===== config.mk =====
export PLATFORM = sky130hd
export DESIGN_NAME = riscv_lsu
export DESIGN_NICKNAME = d
export VERILOG_FILES = /design/src/rtl/riscv_pkg.sv /design/src/rtl/riscv_lsu_align.sv /design/src/rtl/riscv_lsu.sv
export SDC_FILE = /design/constraint.sdc
export NUM_CORES = 1
export LEC_CHECK = 0
export ABC_AREA = 1
export CAP_MARGIN = 20
export CORE_ASPECT_RATIO = 0.9
export CORE_MARGIN = 1.5
export CORE_UTILIZATION = 44
export CTS_CLUSTER_DIAMETER = 40
export DETAILED_ROUTE_END_ITERATION = 12
export PLACE_DENSITY = 0.89
export SLEW_MARGIN = 0
export SYNTH_ARGS = -nofsm -noshare
export SYNTH_HDL_FRONTEND = slang
export SYNTH_HIERARCHICAL = 1
export SYNTH_SLANG_ARGS = --single-unit

===== constraint.sdc =====
create_clock -name clk -period 1.8 [get_ports clk]
set_input_delay 0.45 -clock clk [delete_from_list [all_inputs] [get_ports clk]]
set_output_delay 0.45 -clock clk [all_outputs]
set_load 0.05 [all_outputs]

===== src/rtl/riscv_pkg.sv =====
// Shared RV32I load/store definitions: func3 encodings, LSU state enum and
// the legality/alignment rule used when an operation is issued.
package riscv_pkg;

   localparam logic [2:0] F3_LB  = 3'b000;
   localparam logic [2:0] F3_LH  = 3'b001;
   localparam logic [2:0] F3_LW  = 3'b010;
   localparam logic [2:0] F3_LBU = 3'b100;
   localparam logic [2:0] F3_LHU = 3'b101;

   localparam logic [2:0] F3_SB  = 3'b000;
   localparam logic [2:0] F3_SH  = 3'b001;
   localparam logic [2:0] F3_SW  = 3'b010;

   typedef enum logic [1:0] {
      IDLE = 2'd0,
      REQ  = 2'd1,
      WAIT = 2'd2,
      DONE = 2'd3
   } lsu_state_t;

   // True when the operation must be rejected: unknown func3 for its
   // direction, or a halfword/word access that is not naturally aligned.
   function automatic logic lsu_bad(input logic st, input logic [2:0] f3,
                                    input logic [1:0] off);
      logic legal;
      logic mis;
      if (st)
         legal = (f3 == F3_SB) || (f3 == F3_SH) || (f3 == F3_SW);
      else
         legal = (f3 == F3_LB) || (f3 == F3_LH) || (f3 == F3_LW) ||
                 (f3 == F3_LBU) || (f3 == F3_LHU);
      mis = ((f3[1:0] == 2'b01) && off[0]) ||
            ((f3[1:0] == 2'b10) && (off != 2'b00));
      return !legal || mis;
   endfunction

endpackage


===== src/rtl/riscv_lsu_align.sv =====
// Load data alignment: pick the addressed lane of the read word and
// sign- or zero-extend it according to func3.
module riscv_lsu_align
   import riscv_pkg::*;
(
   input  logic [2:0]  func3,
   input  logic [1:0]  byte_off,
   input  logic [31:0] rdata,
   output logic [31:0] data
);

   logic [31:0] shifted;

   assign shifted = rdata >> {byte_off, 3'b000};

   // Extend the selected lane to a full register value.
   always_comb begin
      data = shifted;
      case (func3)
         F3_LB:   data = {{24{shifted[7]}}, shifted[7:0]};
         F3_LH:   data = {{16{shifted[15]}}, shifted[15:0]};
         F3_LW:   data = rdata;
         F3_LBU:  data = {24'd0, shifted[7:0]};
         F3_LHU:  data = {16'd0, shifted[15:0]};
         default: data = rdata;
      endcase
   end

endmodule


===== src/rtl/riscv_lsu.sv =====
// RV32I load/store unit: single outstanding access, IDLE/REQ/WAIT/DONE
// sequencing, lane-positioned store data and aligned load writeback.
module riscv_lsu
   import riscv_pkg::*;
(
   input  logic        clk,
   input  logic        rst,
   input  logic        start,
   input  logic        is_store,
   input  logic [2:0]  func3,
   input  logic [31:0] addr,
   input  logic [31:0] st_data,
   input  logic [4:0]  rd_addr,
   output logic        busy,
   output logic        done,
   output logic        err,
   output logic        wb_en,
   output logic [4:0]  wb_addr,
   output logic [31:0] wb_data,
   output logic        mem_req,
   output logic        mem_we,
   output logic [31:0] mem_addr,
   output logic [3:0]  mem_be,
   output logic [31:0] mem_wdata,
   input  logic        mem_gnt,
   input  logic        mem_rvalid,
   input  logic [31:0] mem_rdata
);

   lsu_state_t  state_reg, state_next;
   logic        is_store_reg;
   logic [2:0]  func3_reg;
   logic [1:0]  byte_off_reg;
   logic        err_reg;
   logic [4:0]  rd_addr_reg;
   logic [31:0] rdata_reg;
   logic [31:0] mem_addr_reg;
   logic [3:0]  mem_be_reg;
   logic [31:0] mem_wdata_reg;

   logic        issue;
   logic        bad_next;
   logic        capture;
   logic [3:0]  be_next;
   logic [31:0] wdata_next;

   assign issue    = (state_reg == IDLE) && start;
   assign bad_next = lsu_bad(is_store, func3, addr[1:0]);
   assign capture  = mem_rvalid &&
                     (((state_reg == REQ) && mem_gnt) || (state_reg == WAIT));

   // Byte enables and replicated store data derived from the issuing request.
   always_comb begin
      be_next    = 4'b1111;
      wdata_next = st_data;
      case (func3[1:0])
         2'b00: begin
            be_next    = 4'b0001 << addr[1:0];
            wdata_next = {4{st_data[7:0]}};
         end
         2'b01: begin
            be_next    = 4'b0011 << addr[1:0];
            wdata_next = {2{st_data[15:0]}};
         end
         default: begin
            be_next    = 4'b1111;
            wdata_next = st_data;
         end
      endcase
   end

   // State register.
   always_ff @(posedge clk) begin
      if (rst)
         state_reg <= IDLE;
      else
         state_reg <= state_next;
   end

   // Next-state logic; rejected requests skip the memory entirely.
   always_comb begin
      state_next = state_reg;
      case (state_reg)
         IDLE: if (start) state_next = bad_next ? DONE : REQ;
         REQ:  if (mem_gnt) state_next = mem_rvalid ? DONE : WAIT;
         WAIT: if (mem_rvalid) state_next = DONE;
         DONE: state_next = IDLE;
         default: state_next = IDLE;
      endcase
   end

   // Operation latches at issue and response capture.
   always_ff @(posedge clk) begin
      if (rst) begin
         is_store_reg  <= 1'b0;
         func3_reg     <= 3'd0;
         byte_off_reg  <= 2'd0;
         err_reg       <= 1'b0;
         rd_addr_reg   <= 5'd0;
         rdata_reg     <= 32'd0;
         mem_addr_reg  <= 32'd0;
         mem_be_reg    <= 4'd0;
         mem_wdata_reg <= 32'd0;
      end else begin
         if (issue) begin
            is_store_reg  <= is_store;
            func3_reg     <= func3;
            byte_off_reg  <= addr[1:0];
            err_reg       <= bad_next;
            rd_addr_reg   <= rd_addr;
            mem_addr_reg  <= {addr[31:2], 2'b00};
            mem_be_reg    <= be_next;
            mem_wdata_reg <= wdata_next;
         end
         if (capture)
            rdata_reg <= mem_rdata;
      end
   end

   riscv_lsu_align u_align (
      .func3    (func3_reg),
      .byte_off (byte_off_reg),
      .rdata    (rdata_reg),
      .data     (wb_data)
   );

   assign busy      = (state_reg != IDLE);
   assign done      = (state_reg == DONE);
   assign err       = done && err_reg;
   assign mem_req   = (state_reg == REQ);
   assign mem_we    = mem_req && is_store_reg;
   assign mem_addr  = mem_addr_reg;
   assign mem_be    = mem_be_reg;
   assign mem_wdata = mem_wdata_reg;
   assign wb_en     = done && !is_store_reg && !err_reg && (rd_addr_reg != 5'd0);
   assign wb_addr   = rd_addr_reg;

endmodule

==> impl_metrics.csv, run 1 <==
group,metric,value,unit
status,outcome,"finished with violations",
status,violations,"setup timing",
pwr,p_leak,0.00380,uW
global_routing,met3_usage,6.85,%
layout,fillers,922,
pwr,p_total,13600,uW
timing,finalWorstSetupSlack,-0.355,ns
floorplanning,die_x,121,um
min_path,hold_depth,2,
global_routing,antenna_found_initial,0,
floorplanning,rows,38,
timing,layout_worst_path_cycle_share,120,%
floorplanning,coreArea,0.0121,mm^2
clock_tree,path_clk_slew,0.08,ns
synth,synth_area_leaders,"dfxtp_1 (41%), nand2_1 (14%), nor2_1 (7.8%)",
global_routing,grt_util_met1,31.5,%
clock_tree,clk_latency,0.35,ns
timing,maxSlewViolCount,0,
pwr,max-vdd-ir-drop,0.00116,V
synth,ys_ff_latch,112,
drt,via_per_inst,5.26,
layout,nNetsFinal,1133,
layout,utilization,71.0,%
drt,num_vias,6218,
timing,hold_ws,0.473,ns
global_routing,overflow,0,
clock_tree,cts_htree_levels,3,
drt,first_pass_iters,6,
placed_design,dp_cells,1157,
synth,yosysWarnings,6,
worst_setup_path,r2r_end,"mem_wdata[17]$_SDFFE_PP0P_",
timing,max_freq,464,MHz
synth,synth_top_family_by_area,"simple AND/OR/NAND/NOR gates",
drt,drc,0,
pwr,power.density,1590,mW/mm^2
worst_setup_path,reg2reg_slack,0.21,ns
global_routing,grt_max_degree,51,
worst_setup_path,crit_required,1.35,ns
synth,syn_area,0.00547,mm^2
synth,avgSynthCellArea,6.87,um^2
worst_setup_path,rr_worst_depth,8,
min_path,worstHoldEndpoint,"mem_wdata[21]$_SDFFE_PP0P_",
worst_setup_path,crit_path_end_kind,"output port",
floorplanning,initial_core_util,45.3,%
synth,netlist.area_leader.share,41.0,%
timing,setup_viol,32,
worst_setup_path,path_max_fanout,8,
drt,wirelength,18100,um
drt,wire_per_inst,15.3,um
drt,antenna_left,0,
placed_design,gp_congestion,0.954,
synth,yosysTopAreaCell,"dfxtp_1",
clock_tree,cts_root_buf,"clkbuf_16",
layout,diodes,0,
layout,drive_above_1_share,24.3,%
min_path,hold_class,"reg -> reg",
floorplanning,dieArea,0.0131,mm^2
timing,fin_crit,2.15,ns
worst_setup_path,worstSetupStartpoint,"byte_off_reg[0]$_SDFFE_PP0P_",
floorplanning,die_y,109,um
layout,layout.cells.non_filler,1183,
synth,synthMuxAreaShare,0,%
synth,synth_seq_area_share,41.0,%
synth,synthSimpleGateAreaFrac,32.1,%
worst_setup_path,cp.arrival,1.70,ns
clock_tree,cts_tree,"built",
job,cap_violations,0,
timing,rsz0062_at_grt,"true",
global_routing,grt_pass1_vias,5801,
clock_tree,cts_made_buffers,9,
drt,drt_iter0_drc,564,
synth,synth-compound-area-share,15.9,%
global_routing,track_usage,26.4,%
placed_design,post-place-ws,-0.0810,ns
clock_tree,clk_path_buf_depth,2,
synth,synth_xor_xnor_area_share,0,%
worst_setup_path,rr_startpoint,"state_reg[0]$_SDFFE_PP0P_",
min_path,min-delay-start,"mem_wdata[21]$_SDFFE_PP0P_",
worst_setup_path,critPathKind,"reg -> out",
synth,synth_cell_types,33,
clock_tree,cts_sinks,112,
worst_setup_path,crit_path_start_kind,"flop",
layout,syn2layout_area_growth,56.7,%
placed_design,place_hpwl,13000,um
timing,hold_viol,0,
global_routing,grt_first_pass_wirelength,27800,um
floorplanning,ios,221,
placed_design,numPortBuffers,218,
synth,synthCells,796,
global_routing,gr-usage-met2,46.0,%
synth,synthAdderAreaFrac,1.14,%
global_routing,grt-busiest-layer,"met2",
timing,fin_skew,0.0150,ns
worst max-delay path, cell delays in order, from the launching register on:
cell	delay (ns)
dfxtp_4	0.37
buf_6	0.14
nor2_4	0.15
nand2_2	0.08
nand2_2	0.09
nand2_4	0.07
nand2_8	0.11
clkinv_8	0.11
nand2_4	0.09
buf_8	0.14
cell usage after synthesis (all sizes together):
master,n
nand2,225
o21ai,75
dfxtp,112
nor3,3
buf,32
nand4,8
a21oi,69
nand3,53
a22oi,4
clkbuf,21
a211oi,1
ha,5
o211ai,10
a31oi,6
nand3b,1
conb,1
nor2,118
inv,52
through the flow:
| stage | TNS [ns] | area (um^2) |
|---|---|---|
| floorplan | 0 | 5500 |
| global placement | 0 | 7810 |
| detailed placement | -0.397 | 7810 |
| CTS | -7.62 | 8330 |
| global route | -11.30 | 8570 |
| finish | -9.23 | 8570 |
kinds of logic after synthesis:
| kind of cell | count (synthesis) |
|---|---|
| AO/OA/AOI/OAI | 165 |
| adder cells (fa/ha/maj) | 5 |
| buffers and inverters | 105 |
| flip-flops | 112 |
| other | 1 |
| AND/OR/NAND/NOR | 408 |
routing by layer:
| layer | routed length, um | vias to the layer above |
|---|---|---|
| met4 | 565 | 0 |
| met5 | 0 | - |
| met3 | 1580 | 54 |
| met2 | 8930 | 311 |
| li1 | - | 3010 |
| met1 | 7010 | 2843 |
cell type report:
class	instances	area (um^2)	area share (%)
clock buffers	9	225	2.63
clock inverters	7	76.3	0.890
inverters	52	220	2.57
multi-input cells	580	2880	33.6
flip-flops and latches	112	2260	26.3
well taps	160	200	2.34
repair buffers	262	2710	31.6
repair inverters	1	8.76	0.102
cells in the final DEF (no fill, tap or decap), drive strengths merged:
cell / synthesis / routed
a22oi: 4 / 4
nand3: 53 / 53
nand3b: 1 / 1
buf: 32 / 154
clkbuf: 21 / 9
o21ai: 75 / 75
nand2: 225 / 225
clkdlybuf4s50: 0 / 108
a31oi: 6 / 6
nor2: 118 / 118
nor3: 3 / 3
nand4: 8 / 8
ha: 5 / 5
dfxtp: 112 / 112
a211oi: 1 / 1
a21oi: 69 / 69
clkinv: 0 / 4
conb: 1 / 2
inv: 52 / 54
o211ai: 10 / 10
clkinvlp: 0 / 2
worst max-delay path by stage:
stage	to	slack (ns)	depth (start not counted)
floorplan	wb_en	0.01	3
global placement	mem_wdata[16]$_SDFFE_PP0P_	0.008	7
detailed placement	mem_wdata[17]$_SDFFE_PP0P_	-0.08	7
CTS	wb_data[22]	-0.26	9
global route	wb_data[13]	-0.41	9
finish	wb_data[29]	-0.35	9
where the power goes:
part / internal [uW] / switching (uW) / leakage (uW) / total (uW)
clock: 982 / 1010 / 0.000140 / 1990
sequential: 3050 / 433 / 0.000923 / 3480
combinational: 3000 / 5140 / 0.00273 / 8150
what timing repair did:
action,in CTS,in global routing
setup buffers,2,6
resized for setup,62,53
hold buffers,0,0
setup endpoints to repair,35,36
pin swaps,14,22
cloned,1,1
Note: power is estimated with default switching activity, not from simulation.
==> run 2: changes to the inputs <==
--- a/config.mk
+++ b/config.mk
@@ -12,6 +12,7 @@
 export CORE_UTILIZATION = 44
 export CTS_CLUSTER_DIAMETER = 40
 export DETAILED_ROUTE_END_ITERATION = 12
+export HOLD_SLACK_MARGIN = 0.02
 export PLACE_DENSITY = 0.89
 export SLEW_MARGIN = 0
 export SYNTH_ARGS = -nofsm -noshare
==> results of run 2 <==
No change in the layout: final DEF, timing and power equal those of run 1.
==> RTL edit 1, RTL diff (config.mk and constraints of run 1) <==
The 4 states of `lsu_state_t` get a one-hot encoding in 4 bits.
--- a/src/rtl/riscv_pkg.sv
+++ b/src/rtl/riscv_pkg.sv
@@ -12,11 +12,11 @@
    localparam logic [2:0] F3_SH  = 3'b001;
    localparam logic [2:0] F3_SW  = 3'b010;
 
-   typedef enum logic [1:0] {
-      IDLE = 2'd0,
-      REQ  = 2'd1,
-      WAIT = 2'd2,
-      DONE = 2'd3
+   typedef enum logic [3:0] {
+      IDLE = 4'b0001,
+      REQ  = 4'b0010,
+      WAIT = 4'b0100,
+      DONE = 4'b1000
    } lsu_state_t;
 
    // True when the operation must be rejected: unknown func3 for its
Formal check against the unedited RTL: no difference found for any inputs over 4 cycles, from zero or initial values and one cycle with rst high; so few cycles prove little.
==> RTL edit 1 against run 1 <==
- the flow still finishes with violations (negative setup slack)
- power fell by 3.5%
- register-to-register slack got worse by 0.03 ns
- cell area rose by 7.4%
- area after synthesis rose by 4.9%
- sequential cell count rose by 2
- largest power group unchanged
- sequential share of layout area fell by 1.3 points
- worst setup slack got worse by 0.011 ns
- wire length rose by 9.0%
==> RTL edit 1: results (changes against run 1) <==
metric	value	unit	change
r2r_start	state_reg[1]		
violations	negative setup slack		
synth.distinct_cells	30		-9.1%
outcome	complete, but fails checks		
setup_violations	33		+3.1%
place_area	8080	µm²	+3.5%
rrSetupSlack	0.18	ns	-0.03 ns
grt_pass1_vias	6422		+11%
r2r_end	mem_wdata[15]		
async_flop_share	0	%	unchanged
synth_area_leaders	dfxtp_1, nand2_1, nor2_1		
grt_pass1_wl	30900	µm	+11%
hold_depth	2		unchanged
cp.arrival	1.72	ns	+0.02 ns
grt_max_degree	69		+35%
hpwl	13400	µm	+3.0%
grtUsageMet1	31.8	%	+0.27 points
fin_skew	0.0123	ns	-0.00265 ns
path_delay_family	buffers and inverters		
fin_ws	-0.366	ns	-0.0110 ns
cts_buffers	17		+8
crit_fanout	7		-1
worstHoldEndpoint	mem_wdata[17]		
worstSkewPairLatency	0.41	ns	+0.06 ns
cts_root_buffer	clkbuf_16		
wl_per_cell	15.7	µm	+3.0%
drive_above_1_share	25.0	%	+0.66 points
finalSetupTns	-9.37	ns	-0.135 ns
groute.layer.met3.usage	10.6	%	+3.8 points
fin_cells	1252		+5.8%
power_leakage	4.15	nW	+9.3%
via_count	6562		+5.5%
htreeDepth	4		+1
grt_use_total	28.8	%	+2.4 points
fillers	1015		+10%
ys_seq_area_share	39.8	%	-1.2 points
finish.utilization	72.6	%	+1.6 points
clkSlewWorstSetupHoldPaths	0.06	ns	-0.02 ns
whs	0.465	ns	-0.00746 ns
dp_cells	1209		+4.5%
gp_congestion	0.935		-2.0%
use_met2	49.1	%	+3.1 points
peakVddDrop	0.997	mV	-14%
synth_cells	845		+6.2%
drt-initial-drc-count	505		-10%
min_from	mem_wdata[17]		
ys_top_cells_by_count	nand2_1, nor2_1, dfxtp_1		
yosys_warnings	6		unchanged
post-place-ws	-0.225	ns	-0.144 ns
synth_compound_area_share	13.7	%	-2.2 points
synthAdderAreaFrac	0	%	-1.1 points
==> RTL edit 1: cell count changes after synthesis, moves of 5 or more <==
cell	before	now
nor2_1	114	174
nand3b_1	1	33
nand3_1	49	33
a21oi_1	69	58
buf_2	14	22
inv_1	46	39
a31oi_1	6	0
clkbuf_1	21	15
ha_1	5	0
==> RTL edit 1: routing by layer <==
metal	part of all wire, %	vias up
li1	-	3183
met1	37	2982
met2	51	341
met3	9.3	56
met4	2.9	0
met5	0	-
==> RTL edit 1: layout make-up <==
type                    instances  area share, %
multi-input cells             629           33.9
repair buffers                267           29.5
flip-flops and latches        114           25.0
clock buffers                  22           5.26
well taps                     164           2.23
inverters                      46           2.06
clock inverters                 9           1.92
repair inverters                1          0.122
==> RTL edit 1: where the power goes <==
part           total (mW)  leakage, nW  internal [mW]  switching, mW
logic                6.07         2.89           2.17           3.90
clock network        3.75        0.322           2.59           1.16
registers            3.32        0.939           2.99          0.330
total                13.1         4.15           7.75           5.39
==> RTL edit 1: how the worst max path moves through the flow <==
| stage | from | endpoint | slack (ns) |
|---|---|---|---|
| after global placement | func3[1] | mem_wdata[18] | -0.16 |
| after floorplan | state_reg[0] | wb_en | -0.16 |
| after CTS | byte_off_reg[0] | wb_data[6] | -0.32 |
| final | byte_off_reg[0] | wb_data[10] | -0.37 |
| after global routing | byte_off_reg[0] | wb_data[12] | -0.44 |
| after detailed placement | func3[1] | mem_wdata[15] | -0.22 |
==> RTL edit 1: cell families (layout without fill, tap and decap cells) <==
family          after synthesis  count (layout)
buf+inv                     103             345
simple gates                480             480
flops                       114             114
compound gates              147             147
other cells                   1               2
==> RTL edit 1: timing repair <==
item,in CTS,in global routing
endpoints found under the hold margin,0,0
buffers inserted,7,6
setup endpoints to repair,37,38
pin swaps,26,18
resized for setup,77,37
cloned,1,0
==> RTL edit 2, RTL diff (config.mk and constraints of run 1) <==
Made on the original files. Register the output `err`, without a reset; this adds one clock of latency there. The other outputs are not delayed to match.
--- a/src/rtl/riscv_lsu.sv
+++ b/src/rtl/riscv_lsu.sv
@@ -126,7 +126,9 @@
 
    assign busy      = (state_reg != IDLE);
    assign done      = (state_reg == DONE);
-   assign err       = done && err_reg;
+   always_ff @(posedge clk) begin
+      err <= done && err_reg;
+   end
    assign mem_req   = (state_reg == REQ);
    assign mem_we    = mem_req && is_store_reg;
    assign mem_addr  = mem_addr_reg;
Function: changed (Yosys sat finds a counterexample within 4 cycles, from zero or initial values and one cycle with rst high).
==> RTL edit 2 against run 1 <==
- worst setup slack got worse by 0.0065 ns
- largest power group unchanged
- area after synthesis rose by 0.37%
- cell area grew 4.0%
- count of clock-buffer cells in the layout increased by 9
- non-clock buffer count decreased by 4
- global-route usage up 1.7 points
- sequential cell count is 1 higher
- the run still ends with negative setup slack left
- critical endpoint is now wb_data[0]
- power is 12% higher
- wire length grew 3.5%
==> RTL edit 2: results (changes against run 1) <==
metric	value	unit	change
outcome	complete, but fails checks		
violations	negative setup slack		
cts_root_buffer	clkbuf_16		
ys_seq_area_share	41.2	%	+0.22 points
peakVddDrop	1.12	mV	-3.3%
htreeDepth	4		+1
hpwl	12700	µm	-2.1%
drive_above_1_share	26.4	%	+2.1 points
avgViaCountPerCell	5.20		-1.0%
num_antenna_cells	0		unchanged
yosys_warnings	6		unchanged
drt_first_pass_iters	5		-1
gp_congestion	0.948		-0.66%
grt_use_total	28.1	%	+1.7 points
antenna_found_initial	0		unchanged
cts_buffer_depth	2		unchanged
portBuffers	218		unchanged
r2r_cells	7		-1
synth_area_leaders	dfxtp_1, nand2_1, nor2_1		
setup_violations	32		unchanged
crit_fanout	16		+8
wl_per_cell	15.6	µm	+2.4%
synth.distinct_cells	33		unchanged
fin_skew	0.0198	ns	+0.00479 ns
via_count	6222		+0.064%
worstSkewPairLatency	0.42	ns	+0.07 ns
hold_class	in -> reg		
crit_start	byte_off_reg[0]		
power_leakage	3.94	nW	+3.7%
async_flop_share	0	%	unchanged
hold_depth	4		+2
drt-initial-drc-count	549		-2.7%
min_from	rst		
fin_ws	-0.361	ns	-0.00653 ns
cp.arrival	1.71	ns	
grt_pass1_wl	28900	µm	+3.9%
synth_cells	797		+0.13%
fillers	855		-7.3%
grt_pass1_vias	5952		+2.6%
cts_buffers	17		+8
finalSetupTns	-10.05	ns	-0.812 ns
r2r_start	state_reg[0]		
final_nets	1138		+0.44%
ys_top_cells_by_count	nand2_1, nor2_1, dfxtp_1		
clkSlewWorstSetupHoldPaths	0.05	ns	-0.03 ns
grt_max_degree	63		+24%
-- RTL edit 2: cell count changes in the layout (fill, tap and decap cells not counted), moves of 3 or more --
cell	before	now
nand2_4	9	17
buf_6	21	17
clkbuf_16	9	17
nand3_2	3	6
buf_12	22	19
bufinv_16	0	3
nand2_2	30	25
nor2_2	6	9
inv_1	45	42
clkinv_8	3	0
nor2_1	108	104
nand3_1	47	44
-- RTL edit 2: path summary, 6_finish.rpt --
kind                           to  slack (ns)
setup / recovery       wb_data[0]       -0.36
hold / removal    byte_off_reg[0]        0.47
setup reg to reg     mem_wdata[1]        0.30
hold reg to reg     mem_wdata[19]        0.47
-- RTL edit 2: worst max-delay path, stage by stage (launching register included) --
cell	delay, ns
dfxtp_4	0.39
inv_4	0.06
buf_12	0.14
o211ai_1	0.27
nand2_1	0.13
nor2_2	0.10
nor2_2	0.05
buf_12	0.15
-- RTL edit 2: per-stage QoR --
stage                     total power [mW]  area (µm²)  setup slack (ns)
final                                 15.3        8920            -0.361
after global routing                  16.0        8920            -0.416
after CTS                             15.0        8780            -0.356
after detailed placement              10.9        7780           -0.0657
after global placement                10.7        7780           -0.0626
after floorplan                       8.40        5520            0.0132
-- RTL edit 2: what timing repair did --
item | 4_1_cts | 5_1_grt
endpoints found under the hold margin | 0 | 0
pin swaps | 23 | 22
gates resized for setup | 102 | 35
setup endpoints to repair | 35 | 35
hold buffers | 0 | 0
buffers inserted | 4 | 3
gates cloned | 1 | 0
-- RTL edit 2: metal layers --
| metal | part of all wire (%) | GRT usage [%] | routed length (µm) |
|---|---|---|---|
| met1 | 39 | 31.3 | 7230 |
| met3 | 8.5 | 8.79 | 1600 |
| met2 | 50 | 50.0 | 9410 |
| met4 | 2.6 | 11.7 | 479 |
| met5 | 0 | 0 | 0 |
-- RTL edit 2: final cells by class --
class	instances	share of cell area (%)
multi-input combinational	580	33.1
timing repair buffer	258	29.6
sequential	113	25.6
clock buffer	18	4.92
inverter	52	2.44
tap	160	2.24
clock inverter	14	1.99
timing repair inverter	1	0.126
-- RTL edit 2: cell families (layout without fill, tap and decap cells) --
logic type,Yosys count,count (layout),synth area share [%]
AOI/OAI and AO/OA,165,165,15.9
adders and majority gates,5,5,1.14
buffers and inverters,105,343,9.73
DFF,113,113,41.2
other,1,2,0.0683
and+or+nand+nor,408,408,32.0
-- RTL edit 2: report_power, final --
part | switching [mW] | internal, mW | leakage [nW]
logic | 5.18 | 2.99 | 2.71
registers | 0.459 | 3.08 | 0.932
clock network | 1.31 | 2.23 | 0.290
total | 6.96 | 8.31 | 3.94
